<file path="src/rtl/switch_endpoint.sv">
// rtl/switch_endpoint.sv - core-side switch endpoint: posted-send FIFO plus blocking-receive sequencer
// Payload lanes carry IEEE-754 single-precision bit patterns, 32 bits per lane.
module switch_endpoint #(
  parameter int WIDTH          = 2,
  parameter int CORE_SIZE      = 3,
  parameter int CORE_ID        = 0,
  parameter int SEND_DEPTH     = 2,
  parameter int CORE_ADDR_SIZE = $clog2(CORE_SIZE)
) (
  input  logic                          clock,
  input  logic                          reset,
  input  logic                          cmd_valid,
  input  logic                          cmd_op,
  input  logic [CORE_ADDR_SIZE-1:0]     cmd_core_idx,
  input  logic [WIDTH-1:0][31:0]        cmd_data,
  output logic                          cmd_ready,
  output logic                          cmd_error,
  output logic                          rsp_valid,
  output logic [CORE_ADDR_SIZE-1:0]     rsp_src,
  output logic [WIDTH-1:0][31:0]        rsp_data,
  output logic                          idle,
  output logic                          send_ready,
  output logic [CORE_ADDR_SIZE-1:0]     send_core_idx,
  output logic [WIDTH-1:0][31:0]        send_data,
  input  logic                          send_ok,
  output logic                          recv_request,
  output logic [CORE_ADDR_SIZE-1:0]     recv_core_idx,
  input  logic                          recv_ready,
  input  logic [WIDTH-1:0][31:0]        recv_data
);

  typedef enum logic [1:0] {R_IDLE, R_REQ, R_WAIT} rstate_e;

  localparam int PTR_W = (SEND_DEPTH > 1) ? $clog2(SEND_DEPTH) : 1;
  localparam int CNT_W = $clog2(SEND_DEPTH + 1);
  localparam logic [PTR_W-1:0] LAST_PTR    = PTR_W'(SEND_DEPTH - 1);
  localparam logic [CNT_W-1:0] FULL_CNT    = CNT_W'(SEND_DEPTH);
  localparam logic [31:0]      CORE_SIZE_U = 32'(CORE_SIZE);
  localparam logic [31:0]      CORE_ID_U   = 32'(CORE_ID);

  rstate_e rstate_q, rstate_d;

  logic [CORE_ADDR_SIZE-1:0] dst_mem_q [SEND_DEPTH];
  logic [WIDTH-1:0][31:0]    data_mem_q [SEND_DEPTH];
  logic [PTR_W-1:0]          rd_ptr_q, wr_ptr_q;
  logic [CNT_W-1:0]          count_q, count_d;

  logic [CORE_ADDR_SIZE-1:0] recv_idx_q, recv_idx_d;
  logic                      rsp_valid_q, rsp_valid_d;
  logic [CORE_ADDR_SIZE-1:0] rsp_src_q, rsp_src_d;
  logic [WIDTH-1:0][31:0]    rsp_data_q, rsp_data_d;
  logic                      cmd_error_q;
  logic                      idle_q;

  logic illegal, accept, push, pop, recv_start;

  assign illegal    = (32'(cmd_core_idx) >= CORE_SIZE_U) || (32'(cmd_core_idx) == CORE_ID_U);
  // Readiness uses pre-edge occupancy, so a same-cycle pop never admits a push into a full FIFO.
  assign cmd_ready  = cmd_op ? (rstate_q == R_IDLE) : (count_q != FULL_CNT);
  assign accept     = cmd_valid && cmd_ready;
  assign push       = accept && !cmd_op && !illegal;
  assign recv_start = accept && cmd_op && !illegal;
  assign pop        = (count_q != '0) && send_ok;

  always_comb begin
    count_d = count_q;
    if (push && !pop) begin
      count_d = count_q + 1'b1;
    end else if (pop && !push) begin
      count_d = count_q - 1'b1;
    end
  end

  always_comb begin
    rstate_d    = rstate_q;
    recv_idx_d  = recv_idx_q;
    rsp_valid_d = 1'b0;
    rsp_src_d   = rsp_src_q;
    rsp_data_d  = rsp_data_q;
    case (rstate_q)
      R_IDLE: begin
        if (recv_start) begin
          recv_idx_d = cmd_core_idx;
          rstate_d   = R_REQ;
        end
      end
      R_REQ: rstate_d = R_WAIT;
      R_WAIT: begin
        if (recv_ready) begin
          rsp_valid_d = 1'b1;
          rsp_src_d   = recv_idx_q;
          rsp_data_d  = recv_data;
          rstate_d    = R_IDLE;
        end
      end
      default: rstate_d = R_IDLE;
    endcase
  end

  always_ff @(posedge clock) begin
    if (reset) begin
      rstate_q    <= R_IDLE;
      rd_ptr_q    <= '0;
      wr_ptr_q    <= '0;
      count_q     <= '0;
      recv_idx_q  <= '0;
      rsp_valid_q <= 1'b0;
      rsp_src_q   <= '0;
      rsp_data_q  <= '0;
      cmd_error_q <= 1'b0;
      idle_q      <= 1'b1;
      for (int i = 0; i < SEND_DEPTH; i++) begin
        dst_mem_q[i]  <= '0;
        data_mem_q[i] <= '0;
      end
    end else begin
      rstate_q    <= rstate_d;
      count_q     <= count_d;
      recv_idx_q  <= recv_idx_d;
      rsp_valid_q <= rsp_valid_d;
      rsp_src_q   <= rsp_src_d;
      rsp_data_q  <= rsp_data_d;
      cmd_error_q <= accept && illegal;
      idle_q      <= (count_d == '0) && (rstate_d == R_IDLE);
      if (push) begin
        dst_mem_q[wr_ptr_q]  <= cmd_core_idx;
        data_mem_q[wr_ptr_q] <= cmd_data;
        wr_ptr_q <= (wr_ptr_q == LAST_PTR) ? '0 : wr_ptr_q + 1'b1;
      end
      if (pop) begin
        rd_ptr_q <= (rd_ptr_q == LAST_PTR) ? '0 : rd_ptr_q + 1'b1;
      end
    end
  end

  assign send_ready    = (count_q != '0);
  assign send_core_idx = dst_mem_q[rd_ptr_q];
  assign send_data     = data_mem_q[rd_ptr_q];
  assign recv_request  = (rstate_q == R_REQ);
  assign recv_core_idx = recv_idx_q;
  assign rsp_valid     = rsp_valid_q;
  assign rsp_src       = rsp_src_q;
  assign rsp_data      = rsp_data_q;
  assign cmd_error     = cmd_error_q;
  assign idle          = idle_q;

endmodule

</file>
<file path="config.mk">
export PLATFORM = sky130hd
export DESIGN_NAME = switch_endpoint
export DESIGN_NICKNAME = d
export VERILOG_FILES = /design/src/rtl/switch_endpoint.sv
export SDC_FILE = /design/constraint.sdc
export NUM_CORES = 1
export LEC_CHECK = 0
export BUFFER_PORTS_ARGS = -buffer_cell sky130_fd_sc_hd__buf_4
export CORE_ASPECT_RATIO = 0.5
export CORE_MARGIN = 8
export CORE_UTILIZATION = 38
export CTS_BUF_LIST = sky130_fd_sc_hd__clkbuf_2 sky130_fd_sc_hd__clkbuf_4 sky130_fd_sc_hd__clkbuf_8
export DETAILED_ROUTE_END_ITERATION = 16
export SYNTH_ARGS = -nofsm -noshare
export SYNTH_HDL_FRONTEND = slang
export SYNTH_SLANG_ARGS = --single-unit
</file>
<file path="constraint.sdc">
create_clock -name clock -period 5.95 [get_ports clock]
set_input_delay 0.8925 -clock clock [delete_from_list [all_inputs] [get_ports clock]]
set_output_delay 0.8925 -clock clock [all_outputs]
set_load 0.01 [all_outputs]
</file>
==> out/metrics.cfg <==
[yosys]
synth.top_cell.area_share_pct = 46.9
synth_cells = 695
synth_edf_count = 132
synth_nets = 833
async_reset_ff_share_pct = 0
synth_cell_types = 34
netlist_top_cells_area = edfxtp_1 (47%), dfxtp_1 (18%), and2_1 (9.5%), mux2_2 (8.8%), nand2_1 (5.9%)
yosysSeqAreaShare_pct = 65.3
syn-cell-area_um2 = 8460
avgSynthCellArea_um2 = 12.2
synth_common_cells = edfxtp_1 (132), nand2_1 (132), and2_1 (129), dfxtp_1 (78), a21oi_1 (68)
ys_warn_count = 0
ys_ff_latch = 210
synth_ff_type = edfxtp_1
yosysTopAreaCell = edfxtp_1

[clock_tree]
cts-hold-fix-buffers = 0
clock_latency_ns = 0.57
cts_resized = 0
h-tree-depth = 1
cts_max_path_buffers = 3
cts_buffers = 31
cts_setup_buffers = 0
cts.clk_slew.worst_paths_ns = 0.06
cts_tree = built
cts_root_buf = clkbuf_8
clock-sinks = 210

[setup_path]
worst_r2r_endpoint = data_mem_q[0][40]
slowest_stage = buf_4
path_class = reg2out
cp_cell_sequence = buf_4 > mux2_2 > buf_4
reg2reg_depth = 6
cp.required_ns = 5.06
rrSetupSlack_ns = 3.14
start_kind = flop
cp_max_fo = 66
reg2reg_from = count_q[0]
arrival_ns = 2.21
crit_top_cell = buf_4
end_kind = output pin
max_stage_delay_ns = 0.70

[sta]
fin_crit_sh_pct = 52.1
holdWs_ns = 0.453
layout_min_cycle_time_ns = 3.10
slew_headroom_pct = 18.0
worst_slew_pin_slew_ns = 1.23
finalSetupViolations = 0
fin_tns_setup_ns = 0
slew_violations = 0
rsz0062_at_grt = no
timing.fmax_ghz = 0.322
skew_ns = 0.0176
finalHoldViolCount = 0

[power_and_ir_drop]
peakVddDrop_mv = 0.162
p_leak_nw = 4.70
power_density_nw_per_um2 = 313
p_sw_uw = 903
p_total_mw = 3.57
switching_share_pct = 25.3
pwr-share-seq_pct = 46.2
clkPwrFrac_pct = 34.3
p_int_mw = 2.67
comb_power_share_pct = 19.5

[place]
port_buffers = 275
dp.cells = 1231
hpwlAfterDp_um = 14500
gp_congestion = 0.756

[finish]
multi_input_area_um2 = 2730
drive_gt1_share_pct = 41.7
syn2layout_area_growth_pct = 34.7
antenna_cells = 0
final_nets = 1102
final-instance-count-excl-fill = 1286
regArea_um2 = 5530
nFillCells = 2013

[floorplanning]
io_pins = 276
num_rows = 38
dieArea_um2 = 27600
core_area_um2 = 21800
die_y_um = 121
start_util_pct = 38.8
die_w_um = 227

[routing]
vias = 5854
drtIter0Drc = 291
ant_nets = 0
wl_per_cell_um = 17.1
routed_wl_um = 22000
drt_pass1_iterations = 4
viasPerCell = 4.55
drc = 0

[min_path]
hp-start = rsp_data[33]
hold_path_depth = 2
hold_end = rsp_data[33]
hold_class = reg2reg

[job]
cap_violations = 0

[run_status]
outcome = completed

[global_routing]
overflow = 0
grt_start_max_net_pins = 84
grt_pass1_vias = 6007
grt_util_all_layers_pct = 15.2
grt_first_pass_wirelength_um = 33400
antenna_found_initial = 0

[sequential cells by signal, indices dropped and copies added (netlist names), named ones only]
| name | flops |
|---|---|
| rd_ptr_q | 1 |
| count_q | 2 |
| rsp_data | 64 |
| rsp_src | 2 |
| cmd_error | 1 |
| dst_mem_q | 4 |
| rsp_valid | 1 |
| idle | 1 |
| data_mem_q | 128 |
| recv_core_idx | 2 |
| rstate_q | 2 |
| wr_ptr_q | 1 |
[power by group through the flow]
stage	combinational, mW	sequential (mW)	clock [mW]
after floorplan	0.369	1.68	0
after global placement	0.708	1.68	0
after detailed placement	0.709	1.68	0
after CTS	0.713	1.65	1.27
after global routing	0.744	1.66	1.33
final	0.695	1.65	1.23
[cell type report]
type | instances | share of cell area [%]
multi-input combinational | 437 | 23.9
clock inverter | 10 | 0.856
timing repair buffer | 280 | 18.4
sequential | 210 | 48.5
inverter | 4 | 0.132
tap | 300 | 3.29
clock buffer | 45 | 4.83
[cell usage in the layout (no fill, tap or decap), types with 3 or more instances in the layout]
cell type	instances
clkbuf_8	34
xnor2_1	3
buf_4	280
clkinv_2	3
edfxtp_1	132
dfxtp_1	77
clkbuf_4	11
a21oi_1	68
nand2_1	132
and2_1	129
clkinv_1	4
mux2_2	66
inv_1	4
nor2_1	13
[metrics by stage]
step,cell area (um^2),worst slack [ns],util (%)
after floorplan,8460,1.07,-
after global placement,10700,2.60,49.4
after detailed placement,10700,2.60,49.4
after CTS,11400,2.75,52.3
after global routing,11400,2.72,52.3
final,11400,2.85,52.3
[worst max-delay path by stage]
stage	end	slack (ns)
finish	send_data[63]	2.85
global placement	data_mem_q[0][20]	2.60
CTS	send_data[63]	2.75
floorplan	data_mem_q[0][0]	1.07
global route	send_data[63]	2.72
detailed placement	data_mem_q[0][20]	2.60
[cell families (layout without fill, tap and decap cells)]
logic type,after synthesis,count (layout),share of synthesized area (%)
AO/OA/AOI/OAI,72,72,4.42
XOR/XNOR,5,5,0.607
adder cells (fa/ha/maj),3,3,0.429
buffers and inverters,48,339,2.66
flip-flops,210,210,65.3
multiplexers,67,67,8.91
AND/OR/NAND/NOR,290,290,17.6
[layer usage]
metal	GRT usage [%]	vias up	routed length (um)
met5	0	-	0
met4	3.11	0	322
met3	5.98	25	1620
met2	26.4	147	11200
met1	17.7	2791	8910
li1	-	2891	-
[critical path, delay by kind of cell, from the launching register on]
family | cells | cell delay (ns)
DFF | 1 | 0.31
buffers and inverters | 2 | 0.85
muxes | 1 | 0.45
Power figures use the tool's default switching activity.
